`config.mk`:
```
export PLATFORM = sky130hd
export DESIGN_NAME = sdram_cmd_queue
export DESIGN_NICKNAME = d
export VERILOG_FILES = /design/src/rtl/sdram_cmd_queue.sv
export SDC_FILE = /design/constraint.sdc
export NUM_CORES = 1
export LEC_CHECK = 0
export CAP_MARGIN = 40
export CORE_ASPECT_RATIO = 0.7
export CORE_MARGIN = 10
export CORE_UTILIZATION = 50
export DETAILED_ROUTE_END_ITERATION = 10
export PLACE_DENSITY = 0.82
export SLEW_MARGIN = 20
export SYNTH_ARGS = -nofsm -noshare
export SYNTH_HDL_FRONTEND = slang
export SYNTH_SLANG_ARGS = --single-unit
```
`constraint.sdc`:
```
create_clock -name clk -period 4.7 [get_ports clk]
set_input_delay 0.94 -clock clk [delete_from_list [all_inputs] [get_ports clk]]
set_output_delay 0.94 -clock clk [all_outputs]
set_load 0.03 [all_outputs]
```
`src/rtl/sdram_cmd_queue.sv`:
```
// Client-side command/response queue in front of the SDRAM controller.
// Optional performance counters are enabled by defining SDRAM_Q_PERF_EN.
module sdram_cmd_queue #(
  parameter int unsigned DEPTH  = 8,
  parameter int unsigned MAX_RD = 4
) (
  input  logic        clk,
  input  logic        reset,
  input  logic        req_valid,
  output logic        req_ready,
  input  logic        req_write,
  input  logic [25:0] req_addr,
  input  logic [15:0] req_wdata,
  output logic        rsp_valid,
  input  logic        rsp_ready,
  output logic [15:0] rsp_data,
  output logic        read,
  output logic        write,
  output logic [25:0] addr,
  input  logic        cmd_ready,
  output logic [15:0] data_write,
  input  logic [15:0] data_read,
  input  logic        data_read_val,
`ifdef SDRAM_Q_PERF_EN
  output logic [31:0] perf_rd_cnt,
  output logic [31:0] perf_wr_cnt,
  output logic [31:0] perf_stall_cnt,
`endif
  output logic        rsp_overflow
);

  localparam int unsigned AW = $clog2(DEPTH);
  localparam int unsigned RW = $clog2(MAX_RD);
  localparam int unsigned CW = RW + 1;
  localparam logic [AW:0]   CmdOne    = {{AW{1'b0}}, 1'b1};
  localparam logic [RW:0]   RspOne    = {{RW{1'b0}}, 1'b1};
  localparam logic [CW-1:0] CreditOne = {{RW{1'b0}}, 1'b1};
  localparam logic [CW-1:0] CreditMax = CW'(MAX_RD);

  typedef struct packed {
    logic        write;
    logic [25:0] addr;
    logic [15:0] wdata;
  } cmd_t;

  // Command FIFO
  cmd_t        cmd_mem [DEPTH];
  logic [AW:0] cmd_wptr_q, cmd_rptr_q;
  cmd_t        cmd_head;
  logic        cmd_empty, cmd_full, cmd_push, cmd_pop;

  // Response FIFO
  logic [15:0] rsp_mem [MAX_RD];
  logic [RW:0] rsp_wptr_q, rsp_rptr_q;
  logic        rsp_empty, rsp_full, rsp_push, rsp_pop;

  logic [CW-1:0] credit_q, credit_d;
  logic          rsp_overflow_q;
  logic          issue, rd_issue;

  assign cmd_empty = (cmd_wptr_q == cmd_rptr_q);
  assign cmd_full  = (cmd_wptr_q[AW] != cmd_rptr_q[AW]) &&
                     (cmd_wptr_q[AW-1:0] == cmd_rptr_q[AW-1:0]);
  assign cmd_head  = cmd_mem[cmd_rptr_q[AW-1:0]];

  assign req_ready = !reset && !cmd_full;
  assign cmd_push  = req_valid && req_ready;

  // A read at the head without credit holds everything queued behind it.
  assign issue    = !reset && !cmd_empty && cmd_ready && (cmd_head.write || credit_q != '0);
  assign rd_issue = issue && !cmd_head.write;
  assign cmd_pop  = issue;

  assign read       = rd_issue;
  assign write      = issue && cmd_head.write;
  assign addr       = cmd_head.addr;
  assign data_write = cmd_head.wdata;

  always_ff @(posedge clk) begin
    if (reset) begin
      cmd_wptr_q <= '0;
      cmd_rptr_q <= '0;
    end else begin
      if (cmd_push) cmd_wptr_q <= cmd_wptr_q + CmdOne;
      if (cmd_pop)  cmd_rptr_q <= cmd_rptr_q + CmdOne;
    end
  end

  always_ff @(posedge clk) begin
    if (cmd_push) cmd_mem[cmd_wptr_q[AW-1:0]] <= {req_write, req_addr, req_wdata};
  end

  assign rsp_empty = (rsp_wptr_q == rsp_rptr_q);
  assign rsp_full  = (rsp_wptr_q[RW] != rsp_rptr_q[RW]) &&
                     (rsp_wptr_q[RW-1:0] == rsp_rptr_q[RW-1:0]);

  assign rsp_valid    = !reset && !rsp_empty;
  assign rsp_data     = rsp_mem[rsp_rptr_q[RW-1:0]];
  assign rsp_pop      = rsp_valid && rsp_ready;
  // A simultaneous pop frees the slot the incoming word needs.
  assign rsp_push     = !reset && data_read_val && (!rsp_full || rsp_pop);
  assign rsp_overflow = !reset && rsp_overflow_q;

  always_ff @(posedge clk) begin
    if (reset) begin
      rsp_wptr_q     <= '0;
      rsp_rptr_q     <= '0;
      rsp_overflow_q <= 1'b0;
    end else begin
      if (rsp_push) rsp_wptr_q <= rsp_wptr_q + RspOne;
      if (rsp_pop)  rsp_rptr_q <= rsp_rptr_q + RspOne;
      if (data_read_val && rsp_full && !rsp_pop) rsp_overflow_q <= 1'b1;
    end
  end

  always_ff @(posedge clk) begin
    if (rsp_push) rsp_mem[rsp_wptr_q[RW-1:0]] <= data_read;
  end

  always_comb begin
    credit_d = credit_q;
    if (rd_issue && !rsp_pop) begin
      credit_d = credit_q - CreditOne;
    end else if (!rd_issue && rsp_pop && credit_q != CreditMax) begin
      credit_d = credit_q + CreditOne;
    end
  end

  always_ff @(posedge clk) begin
    if (reset) credit_q <= CreditMax;
    else       credit_q <= credit_d;
  end

`ifdef SDRAM_Q_PERF_EN
  logic [31:0] perf_rd_q, perf_wr_q, perf_stall_q;

  always_ff @(posedge clk) begin
    if (reset) begin
      perf_rd_q    <= '0;
      perf_wr_q    <= '0;
      perf_stall_q <= '0;
    end else begin
      if (read)  perf_rd_q <= perf_rd_q + 32'd1;
      if (write) perf_wr_q <= perf_wr_q + 32'd1;
      if (!cmd_empty && cmd_ready && !issue) perf_stall_q <= perf_stall_q + 32'd1;
    end
  end

  assign perf_rd_cnt    = perf_rd_q;
  assign perf_wr_cnt    = perf_wr_q;
  assign perf_stall_cnt = perf_stall_q;
`endif

endmodule

```
## After elaboration in Yosys (flattened, before gate mapping)

Memories as Yosys holds them, arrays and structs flattened. A register that Yosys moved wholly into a read port is not among the register bits.
Index checks and enable logic that the tools add are counted.

- Flip-flop bits (word level): 18
- Latch bits: 0
- RAM bits: 408
- Memory bits (read-only): 0
- Input port bits: 65
- Output and inout bits: 63
- Word-level logic and storage cells: 62
- Memories: 2

Memories:

| memory | depth | width | read ports | clocked after memory_dff | wr ports | line | RTL |
|---|---|---|---|---|---|---|---|
| cmd_mem | 8 | 43 | 1 | 1 | 1 | 47 | `cmd_t cmd_mem [DEPTH];` |
| rsp_mem | 4 | 16 | 1 | 1 | 1 | 53 | `logic [15:0] rsp_mem [MAX_RD];` |

- Add/subtract/negate cells: 6
- Multiply operators: 0
- Divide/modulo/power cells: 0
- $lt $le $gt $ge: 0
- Equality and inequality tests: 7
- Shift-type cells: 0
- Muxes and demuxes: 10
- Bitwise gates (word level): 0
- Reduce and logical (&&, ||, !) cells: 31

Operator list:

| kind | number |
|---|---|
| $logic_and A1 B1 Y1 | 19 |
| $mux W3 | 4 |
| $add A3 B1 Y3 const B | 3 |
| $add A4 B1 Y4 const B | 2 |
| $logic_not A1 Y1 | 8 |
| $eq A3 B3 Y1 | 2 |
| $eq A4 B4 Y1 | 1 |
| $mux W1 | 4 |
| $mux W2 | 2 |
| $ne A3 B3 Y1 const B | 1 |
| $reduce_bool A3 Y1 | 1 |
| $sub A3 B1 Y3 const B | 1 |
| $eq A2 B2 Y1 | 1 |
| $logic_or A1 B1 Y1 | 2 |
| $ne A1 B1 Y1 | 2 |
| $reduce_bool A2 Y1 | 1 |

## Longest topological paths before layout

Gate-level depths: netlist of the first run.

- Depth after elaboration: 11
- Gate-level depth with buffers: 9
- Depth with buffers taken out: 8

## Worst setup path after synthesis of the first run

Ideal clock, no wire load.

- Path kind: in2reg
- Start point: in reset
- End point: mem cmd_mem[0][0] (netlist name) (enable)
- Library setup time: 0.497 ns
- Arrival: 4.788 ns
- Data required time: 4.203 ns
- Slack: -0.585 ns
- Stages: 5
- Buffers on the path: 0
- Cell sequence: inv_1 > o41a_1 > nand2_1 > or2_2 > nor3_1

- Word-level cells in the longest chain between the ends: 5

RTL lines:

| what | line | RTL |
|---|---|---|
| start: declaration | 8 | `input logic reset,` |
| $logic_not A1 Y1 | 66 | `assign req_ready = !reset && !cmd_full;` |
| $logic_and A1 B1 Y1 | 66 |  |
| named net req_ready | 10 | `output logic req_ready,` |
| $logic_and A1 B1 Y1 | 67 | `assign cmd_push = req_valid && req_ready;` |
| $mux W1 | 90 | `if (cmd_push) cmd_mem[cmd_wptr_q[AW-1:0]] <= {req_write, req_addr, req_wdata};` |
| $mux W1 (implied by the code) | 90 |  |
| end: declaration | 47 |  |

The timed path passes the listed nets, and every way through them passes these cells.

==> results.py, run 1 <==
metrics = {
    "floorplanning": {
        "rows": 55,
        "dieWidth_um": 237,
        "start_util_pct": 50.7,
        "core-area_um2": 32300,
        "die_area_um2": 40600,
        "die_h_um": 172,
        "ios": 128,
    },
    "cts": {
        "cts_max_path_buffers": 3,
        "hold_buffers": 0,
        "numCtsBuffers": 41,
        "cts_resized": 0,
        "clk_pin_slew_ps": 60,
        "clockRootBuffer": "clkbuf_16",
        "cts_max_level": 2,
        "post-cts-setup-buffers": 0,
        "clock-sinks": 431,
        "insertion_delay_ps": 560,
        "cts_tree": "yes",
    },
    "placed_design": {
        "hpwl_um": 19600,
        "place_congestion": 0.765,
        "io_buffers": 127,
    },
    "worst_setup_path": {
        "crit_type": "flop to output port",
        "cp.required_ps": 3760,
        "cp-end-kind": "output port",
        "worstSetupStartpointType": "flop",
        "path_max_fanout": 20,
        "cp_data_arrival_time_ps": 3100,
    },
    "drt": {
        "dr.first_iter.drc_count": 711,
        "wl_um": 32300,
        "vias_per_cell": 5.66,
        "vias": 7624,
        "drc": 0,
        "first_pass_iters": 4,
        "wl_per_cell_um": 23.9,
        "drtAntennaViolNets": 0,
    },
    "global_routing": {
        "grt_use_met1_pct": 20.7,
        "grt_first_pass_wirelength_um": 49500,
        "grt_max_degree": 57,
        "grt_usage_pct": 16.0,
        "antenna_found_initial": 5,
        "grt-ovfl-total": 0,
        "grt_util_met3_pct": 4.00,
        "grt.busiest_layer": "met2",
        "grt_util_met2_pct": 26.6,
        "grt_pass1_vias": 8284,
    },
    "power_and_ir_drop": {
        "total_power_uw": 8390,
        "leakagePower_uw": 0.00614,
        "pwr-share-comb_pct": 11.3,
        "netSwitchingPower_uw": 1900,
        "p_per_area_nw_per_um2": 425,
        "p_int_uw": 6490,
        "p_seq_share_pct": 51.3,
        "p_clk_share_pct": 37.5,
        "switching_share_pct": 22.6,
        "irDropWorstVdd_v": 0.000317,
    },
    "sta": {
        "final.period_utilization_pct": 86.1,
        "max_freq_ghz": 0.247,
        "tns_ps": 0,
        "skew_ps": 19.8,
        "min_period_ps": 4040,
        "slew_viol_final": 0,
        "hold_violations": 0,
        "setup_viol": 0,
        "relSlewSlack_pct": 39.4,
        "rsz0062_at_grt": "false",
        "worst_pin_slew_ps": 897,
    },
    "worst_hold_path": {
        "hp-class": "flop to flop",
    },
    "yosys": {
        "syn-cell-area_um2": 16400,
        "synthesis.nets": 796,
        "ys_warn_count": 0,
        "yosys_most_used_dff": "edfxtp_1",
        "synthDistinctLibCells": 38,
        "syn_area_per_cell_um2": 22.7,
        "async_reset_ff_share_pct": 0,
        "synth_edf_count": 408,
        "syn_inst": 723,
        "ys_seq_elements": 431,
        "seq_area_frac_synth_pct": 77.5,
    },
    "cells_and_area": {
        "drive_gt1_share_pct": 26.3,
        "final_common_cell": "edfxtp_1",
        "synthToLayoutAreaGrowth_pct": 20.2,
        "fin_nets": 957,
        "most-common-layout-cells": "408 x edfxtp_1, 127 x clkdlybuf4s50_1, 102 x mux4_2",
    },
    "status": {
        "outcome": "completed",
    },
    "job": {
        "cap_violations": 0,
    },
}
[Yosys cell counts (all sizes together) (2+ instances only)]
master / n / area (µm²)
o41a: 3 / 33.8
o31ai: 2 / 15.0
mux2: 45 / 510
edfxtp: 408 / 12300
xnor2: 6 / 52.6
a2111o: 2 / 22.5
and2: 4 / 25.0
ha: 7 / 87.6
nand3: 5 / 25.0
nand3b: 2 / 15.0
clkbuf: 23 / 86.3
xor2: 10 / 87.6
dfxtp: 23 / 460
a21oi: 6 / 30.0
inv: 7 / 26.3
nor3: 5 / 25.0
nor2b: 4 / 25.0
nand2: 9 / 33.8
nor2: 19 / 71.3
buf: 9 / 48.8
mux4: 102 / 2300
mux2i: 2 / 20.0
nand2b: 4 / 25.0
o21ai: 3 / 15.0
or3: 2 / 12.5
nor4: 3 / 33.8
[final cells by class]
cell class                      instances  area, µm²
Sequential cell                       431      12700
Fill cell                            2224      12600
Multi-Input combinational cell        253       3610
Timing Repair Buffer                  150       1540
Clock buffer                           50       1080
Tap cell                              427        534
Clock inverter                         25        203
Inverter                                7       26.3
Antenna cell                            5       12.5
[worst max-delay path, stage by stage, from the launching register on]
cell and delay (ps):
dfxtp_2 710, mux4_2 410, mux2i_1 360, nand3_1 250
inv_1 120, clkdlybuf4s50_1 700
[power by group through the flow]
| stage | Clock (µW) | Sequential (µW) | Combinational (µW) |
|---|---|---|---|
| after floorplan | 0 | 4360 | 610 |
| after global placement | 0 | 4380 | 935 |
| after detailed placement | 0 | 4390 | 952 |
| after CTS | 3210 | 4300 | 959 |
| after global routing | 3370 | 4310 | 1010 |
| final | 3140 | 4300 | 944 |
[stage by stage]
| stage | std cells | utilization [%] | worst slack, ps | instance area (µm²) | hold WS [ps] |
|---|---|---|---|---|---|
| floorplan | 723 | - | 573 | 16400 | 429 |
| global placement | 1263 | 56.8 | 993 | 18400 | 446 |
| detailed placement | 1265 | 56.8 | 1030 | 18400 | 454 |
| CTS | 1340 | 60.8 | 607 | 19700 | 468 |
| global route | 1344 | 61.0 | 554 | 19700 | 501 |
| finish | 1348 | 61.0 | 655 | 19700 | 462 |
[state kept, by name (all words and copies together), names as in the netlist, named ones only]
register        cells
rsp_rptr_q          3
rsp_mem            64
cmd_mem           344
rsp_wptr_q          3
credit_q            3
cmd_wptr_q          4
cmd_rptr_q          4
rsp_overflow_q      1
[routing by layer]
layer,up-vias,wire length (µm)
li1,3354,-
met1,4006,13500
met2,222,16100
met3,42,2140
met4,0,571
met5,-,0
[final timing paths]
| check | start | to | slack, ps | cells past startpoint |
|---|---|---|---|---|
| max reg2reg | flop | credit_q[2] | 1540 | 8 |
| max | flop | read | 660 | 5 |
| min | rsp_overflow_q | rsp_overflow_q | 460 | 2 |
| min reg2reg | rsp_overflow_q | rsp_overflow_q | 460 | 2 |
[kinds of logic (layout without fill, tap and decap cells)]
family	Yosys count	in the layout	share of synthesized area (%)
and+or+nand+nor	59	59	1.87
xor gates and xnor gates	16	16	0.854
muxes	149	149	17.2
AOI/OAI and AO/OA	21	21	0.953
DFF	431	431	77.5
adders and majority gates	8	8	0.656
buffers and inverters	39	232	0.983
other	0	5	0
(Power assumes the default switching activity.)
==> inputs of run 2 (changes only) <==
- CORE_MARGIN: 10 -> 5
==> run 2 against run 1 <==
Effect of this change: cell count decreased by 1.0%; sequential share of layout area rose by 0.25 points; non-clock buffer count is 4 lower; wire length is 1.5% lower; hold slack improved by 8.4 ps; critical path type unchanged; critical endpoint is now addr[3]; highest routed layer is now met5.
==> results.py, run 2 (synthesis gave the netlist of run 1 again) <==
metrics = {
    "cts": {
        "cts_max_path_buffers": 3,
        "numCtsBuffers": 41,
        "post-cts-setup-buffers": 0,
        "clk_pin_slew_ps": 60,
        "insertion_delay_ps": 530,
        "clockRootBuffer": "clkbuf_16",
        "hold_buffers": 0,
        "cts_tree": "yes",
        "clock-sinks": 431,
        "cts_max_level": 2,
        "cts_resized": 0,
    },
    "floorplanning": {
        "core-area_um2": 32300,
        "dieWidth_um": 227,
        "rows": 55,
        "die_h_um": 162,
        "die_area_um2": 36600,
        "start_util_pct": 50.7,
        "ios": 128,
    },
    "worst_setup_path": {
        "reg2reg_depth": 8,
        "path_max_fanout": 84,
        "worstSetupStartpointType": "flop",
        "critPathMaxStageDelay_ps": 610,
        "cp-end-kind": "output port",
        "crit_type": "flop to output port",
        "critPathTopFamily": "buffers and inverters",
        "cp_data_arrival_time_ps": 3050,
        "crit_cells": 4,
        "cp_num_buf_inv": 2,
        "slowest_stage": "mux4_2",
        "rrSetupSlack_ps": 1770,
        "path_cells": "buf_12, mux4_2, mux2_2, clkdlybuf4s50_1",
        "cp.required_ps": 3760,
        "rr_endpoint": "credit_q[2]",
        "crit_path_end": "addr[3]",
    },
    "sta": {
        "max_freq_ghz": 0.250,
        "tns_ps": 0,
        "setup_viol": 0,
        "min_period_ps": 3990,
        "hold_violations": 0,
        "worst_pin_slew_ps": 790,
        "final.period_utilization_pct": 84.9,
        "skew_ps": 13.8,
        "relSlewSlack_pct": 47.2,
        "slew_viol_final": 0,
        "rsz0062_at_grt": "false",
    },
    "placed_design": {
        "hpwl_um": 17300,
        "dp.cells": 1259,
        "place_congestion": 0.756,
        "io_buffers": 127,
    },
    "status": {
        "outcome": "completed",
    },
    "power_and_ir_drop": {
        "irDropWorstVdd_v": 0.000269,
        "leakagePower_uw": 0.00610,
        "p_per_area_nw_per_um2": 428,
    },
    "global_routing": {
        "grt-ovfl-total": 0,
        "grt_first_pass_wirelength_um": 48800,
        "grt_pass1_vias": 7996,
        "grt_max_degree": 85,
        "antenna_found_initial": 1,
        "grt_usage_pct": 17.6,
    },
    "cells_and_area": {
        "drive_gt1_share_pct": 26.0,
        "ff_latch_area_um2": 12700,
        "fin_nets": 953,
        "largest_reg_flops": 344,
        "fillers": 2239,
        "synthToLayoutAreaGrowth_pct": 19.7,
        "most-common-layout-cells": "408 x edfxtp_1, 127 x clkdlybuf4s50_1, 102 x mux4_2",
        "antenna_cells": 0,
        "layout.cells.non_filler": 1334,
        "final_core_util_pct": 60.8,
        "multi_input_area_um2": 3610,
        "final_common_cell": "edfxtp_1",
    },
    "drt": {
        "drtAntennaViolNets": 0,
        "drc": 0,
        "vias_per_cell": 5.65,
        "dr.first_iter.drc_count": 608,
        "wl_um": 31800,
        "first_pass_iters": 4,
        "vias": 7538,
        "wl_per_cell_um": 23.8,
    },
    "worst_hold_path": {
        "hp-class": "flop to flop",
    },
    "job": {
        "cap_violations": 0,
    },
}
run 2: cell types whose count changed in the layout (fill, tap and decap cells not counted), moves of 2 or more:
cell       delta
buf_4         -3
bufinv_16     +2
clkinv_1      -4
diode_2       -5
run 2: through the flow:
stage | hold slack (ps) | worst slack, ps | total power [µW] | area [µm²]
6_report | 471 | 708 | 8400 | 19700
5_1_grt | 525 | 545 | 8720 | 19700
4_1_cts | 482 | 666 | 8500 | 19600
3_5_place_dp | 466 | 964 | 5320 | 18300
3_3_place_gp | 449 | 978 | 5310 | 18300
2_1_floorplan | 429 | 573 | 4970 | 16400
run 2: final cells by class:
class                           count  area share [%]
Clock buffer                       49            5.37
Timing Repair Buffer              146            7.59
Inverter                            7           0.134
Tap cell                          427            2.72
Multi-Input combinational cell    253            18.4
Clock inverter                     21            1.10
Sequential cell                   431            64.7
run 2: worst min path at each step:
stage	start	to	slack, ps	cells past startpoint
6_report	rsp_overflow_q	rsp_overflow_q	470	2
5_1_grt	rsp_overflow_q	rsp_overflow_q	520	2
4_1_cts	rsp_overflow_q	rsp_overflow_q	480	2
3_5_place_dp	rsp_overflow_q	rsp_overflow_q	470	2
3_3_place_gp	rsp_overflow_q	rsp_overflow_q	450	2
2_1_floorplan	rsp_overflow_q	rsp_overflow_q	430	2
run 2: metal layers:
metal / wire, µm / share of wire [%] / vias to the layer above / GRT usage (%)
met3: 1800 / 5.7 / 48 / 3.67
met4: 588 / 1.8 / 2 / 4.04
met5: 12 / 0.038 / - / 0
li1: - / - / 3324 / -
met1: 13600 / 43 / 3947 / 24.9
met2: 15800 / 50 / 217 / 28.9
run 2: worst min-delay path, cell delays in order (launching register included):
cell     delay [ps]
dfxtp_1         320
a21oi_1          40
nor2_1           70
run 2: power breakdown:
part	switching, µW	internal, µW	total [µW]
Clock	1350	1830	3170
Sequential	36.2	4260	4300
Combinational	472	461	933
==> RTL change 1 (flow settings as in run 2) <==
Set the parameter `DEPTH` to 4 (it was 8).
--- a/src/rtl/sdram_cmd_queue.sv
+++ b/src/rtl/sdram_cmd_queue.sv
@@ -3,3 +3,3 @@
 module sdram_cmd_queue #(
-  parameter int unsigned DEPTH  = 8,
+  parameter int unsigned DEPTH  = 4,
   parameter int unsigned MAX_RD = 4
Check against the original RTL: not equivalent (Yosys sat finds a counterexample within 10 cycles, from zero or initial values and one cycle with reset high).
==> RTL change 1 against run 2 <==
  * Utilization rose by 2.6 points
  * Routed wire length fell by 42%
  * Setup slack improved by 120 ps
  * Final area fell by 39%
  * Die area fell by 40%
  * Sequential cell count fell by 175
  * Worst hold slack got worse by 9.9 ps
  * Critical path depth did not move
  * Synthesized area fell by 42%
  * Total power fell by 42%
  * Highest routed layer unchanged
==> RTL change 1: results <==
set metrics [dict create \
    run_status "completed" \
    clockRootBuffer "clkbuf_16" \
    whs_ps 461 \
    synth_nets 505 \
    cts_buffer_depth 3 \
    min_path_cells 2 \
    slowest_stage "dfxtp_4" \
    hold_path_startpoint "rsp_overflow_q" \
    cp.arrival_ps 2940 \
    hold_class "register to register" \
    met1_length_um 7410 \
    io_buffers 127 \
    finalWirelength_um 18400 \
    viasPerCell 5.50 \
    finClkSkew_ps 20.2 \
    cp_slowest_stage_delay_ps 740 \
    yosys_warnings 0 \
    met3_length_um 1750 \
    grt_pass1_vias 5096 \
    met2_wirelength_um 8940 \
    grt_use_total_pct 17.0 \
    netlist_top_cells_count "236 x edfxtp_1, 59 x mux4_2, 20 x dfxtp_1" \
    clk_pin_slew_ps 60 \
    cp_max_fo 29 \
    cts_buffers 24 \
    ys_seq_area_share_pct 78.1 \
    reg2reg_slack_ps 1710 \
    cp_top_family "flip-flops" \
    place_congestion 0.732 \
    hpwlAfterDp_um 11800 \
    ys_types 37 \
    timing.rr.end "credit_q[2]" \
    diodes 0 \
    leakagePower_nw 3.80 \
    drive_gt1_share_pct 18.4 \
    grt_max_degree 44 \
    synth_area_leaders "edfxtp_1 74%, mux4_2 14%, dfxtp_1 4.2%, ha_1 1.3%, xnor2_1 1.1%" \
    largest_register_ffs 172 \
    cts-htree-levels 1 \
    dr.pass1.iters 4 \
    synth_edf_count 236 \
    ff2ff_path_depth 8 \
    clock_latency_ps 520 \
    antenna_found_initial 2 \
    layout.nets 654 \
    cts_resized 0 \
    cts_setup_buffers 0 \
    vdd.ir_drop.worst_v 0.000310 \
    highest_layer "met5" \
    synth-async-reset-ratio_pct 0 \
    n_fill_cell 1264 \
    drt_iter0_drc 370 \
    worst_pin_slew_ps 799 \
    grt_pass1_wl_um 29100 \
    place_ws_ps 903 \
    hold-path-endpoint "rsp_overflow_q" \
]
RTL change 1: changes by cell type after synthesis, moves of 4 or more:
cell | before | now
clkbuf_1 | 23 | 10
xor2_1 | 10 | 5
mux4_2 | 102 | 59
nor2_1 | 19 | 14
mux2_2 | 44 | 0
inv_1 | 7 | 11
nand2_1 | 9 | 3
nor3_1 | 5 | 1
and2_1 | 4 | 11
nand3_1 | 5 | 1
xnor2_1 | 6 | 12
edfxtp_1 | 408 | 236
RTL change 1: routing by layer:
metal / track usage [%] / vias to the layer above
li1: - / 2056
met1: 23.1 / 2324
met2: 27.9 / 184
met3: 5.03 / 30
met4: 3.53 / 4
met5: 0 / -
RTL change 1: cells by family after synthesis:
family / after synthesis / share of synthesized area (%)
mux: 60 / 14.0
buf+inv: 27 / 1.20
fa+ha+maj: 11 / 1.51
xor+xnor: 17 / 1.55
compound gates: 17 / 1.38
simple gates: 41 / 2.32
flops: 256 / 78.1
RTL change 1: metrics by stage:
step / instances / cell area, um2 / power (mW)
2_1_floorplan: 429 / 9590 / 2.92
3_3_place_gp: 791 / 11200 / 3.13
3_5_place_dp: 792 / 11200 / 3.16
4_1_cts: 834 / 11900 / 4.93
5_1_grt: 836 / 12000 / 5.06
6_report: 836 / 12000 / 4.87
RTL change 1: final cells by class:
class	instances	area [um2]	share of cell area, %
clock inverters	6	37.5	0.314
flip-flops and latches	256	7490	62.7
multi-input cells	146	1990	16.7
repair buffers	139	1410	11.8
inverters	11	41.3	0.345
well taps	242	303	2.53
clock buffers	36	677	5.66
RTL change 1: worst max path at each step:
| stage | startpoint | to | slack [ps] | cells past startpoint |
|---|---|---|---|---|
| final | register | read | 820 | 4 |
| after global routing | register | read | 620 | 4 |
| after CTS | register | read | 740 | 4 |
| after detailed placement | reset | cmd_mem[0][28] | 900 | 5 |
| after global placement | cmd_ready | read | 1000 | 5 |
| after floorplan | req_valid | cmd_mem[3][0] | 1630 | 3 |
RTL change 1: worst register-to-register path, stage by stage, from the launching register on:
cell and delay (ps):
dfxtp_4 740, mux4_2 650, nor2_2 170, and3_4 220
inv_1 50, fa_1 420, nor2_1 130, a22oi_1 80
a2111o_1 410
RTL change 1: power by group:
| part | switching [mW] | internal [mW] |
|---|---|---|
| Combinational | 0.266 | 0.245 |
| Sequential | 0.0407 | 2.55 |
| Clock | 0.771 | 0.994 |
| Total | 1.08 | 3.79 |
==> RTL change 2 (flow settings as in run 2) <==
Made on the original files. Register the output `rsp_overflow`, cleared by the reset; this adds one clock of latency there. The other outputs are not delayed to match.
--- a/src/rtl/sdram_cmd_queue.sv
+++ b/src/rtl/sdram_cmd_queue.sv
@@ -101,3 +101,9 @@
   assign rsp_push     = !reset && data_read_val && (!rsp_full || rsp_pop);
-  assign rsp_overflow = !reset && rsp_overflow_q;
+  always_ff @(posedge clk) begin
+    if (reset) begin
+      rsp_overflow <= '0;
+    end else begin
+      rsp_overflow <= !reset && rsp_overflow_q;
+    end
+  end
 
Check against the original RTL: not equivalent (Yosys sat finds a counterexample within 10 cycles, from zero or initial values and one cycle with reset high).
==> RTL change 2 against run 2 <==
  * Non-clock buffer count is 2 lower
  * Sequential cell count grew 1
  * Die area is 0.12% higher
  * Register-to-register slack got worse by 220 ps
  * Clock skew grew 10 ps
  * Maximum frequency rose by 1.6%
  * Count of clock-buffer cells in the layout decreased by 1
  * Total power shrank 1.6%
  * Clock power decreased by 4%
  * Setup slack improved by 63 ps
  * Routed wire length down 2.0%
  * Synthesized area grew 0.12%
  * Final area about the same
  * Worst hold slack got worse by 7.7 ps
  * Critical path type unchanged
  * Largest cell class unchanged
==> RTL change 2: results <==
set metrics [dict create \
    antenna_found_initial 2 \
    ys_seq_area_share_pct 77.5 \
    grt_max_degree 63 \
    grt_pass1_wl_um 47900 \
    synth_fa_ha_area_share_pct 0.655 \
    synth_area_leaders "edfxtp_1 75%, mux4_2 14%, mux2_2 3.0%, dfxtp_1 2.9%, ha_1 0.53%" \
    cp_top_family "multiplexers" \
    drive_gt1_share_pct 25.1 \
    wl_per_cell_um 23.4 \
    worst_pin_slew_ps 836 \
    cp.arrival_ps 2990 \
    grt_pass1_vias 8015 \
    placed_cell_area_um2 18400 \
    place_congestion 0.780 \
    n_fill_cell 2204 \
    synth_area_per_cell_um2 22.7 \
    hpwlAfterDp_um 17400 \
    cp_max_fo 10 \
    synth_compound_gate_area_share_pct 0.952 \
    viasPerCell 5.65 \
    synth_nets 797 \
    synth_xor_area_share_pct 0.853 \
    power.density_nw_per_um2 421 \
    min_path_cells 1 \
    cts_buffers 40 \
    finClkSkew_ps 24.2 \
    run_status "completed" \
    layout.nets 951 \
]
==> RTL change 2: metrics by stage <==
step	power (mW)	setup slack, ps	util (%)	hold WS (ps)
finish	8.27	771	60.7	463
global placement	5.32	958	56.9	457
floorplan	4.98	573	-	429
global route	8.58	599	60.7	483
CTS	8.36	692	60.6	468
detailed placement	5.33	937	56.9	459
==> RTL change 2: per-layer routing <==
metal,wire length [um],track usage (%),vias up
met3,1760,3.45,44
met5,11,0,-
met2,15200,27.1,212
li1,-,-,3325
met4,584,4.65,2
met1,13600,25.1,3937
==> RTL change 2: cells by family (layout without fill, tap and decap cells) <==
family	after synthesis	after routing
adders and majority gates	8	8
other	0	1
xor gates and xnor gates	16	16
AOI/OAI and AO/OA	21	21
DFF	432	432
and+or+nand+nor	59	59
buffers and inverters	39	219
muxes	149	149
==> RTL change 2: cell type report <==
| cell class | instances | area, um2 | area share, % |
|---|---|---|---|
| Tap cell | 427 | 534 | 2.72 |
| Inverter | 7 | 26.3 | 0.134 |
| Multi-Input combinational cell | 253 | 3610 | 18.4 |
| Clock buffer | 48 | 1030 | 5.25 |
| Sequential cell | 432 | 12700 | 64.9 |
| Clock inverter | 20 | 181 | 0.923 |
| Antenna cell | 1 | 2.50 | 0.0127 |
| Timing Repair Buffer | 144 | 1520 | 7.76 |
==> RTL change 2: where the power goes <==
group	switching (mW)	internal [mW]
clock network	1.30	1.73
logic	0.468	0.461
registers	0.0404	4.27
total	1.81	6.46
==> RTL change 2: worst paths after layout <==
| kind | endpoint | slack, ps |
|---|---|---|
| max | read | 770 |
| min | rsp_overflow | 460 |
| max reg2reg | credit_q[2] | 1550 |
| min reg2reg | rsp_overflow | 460 |
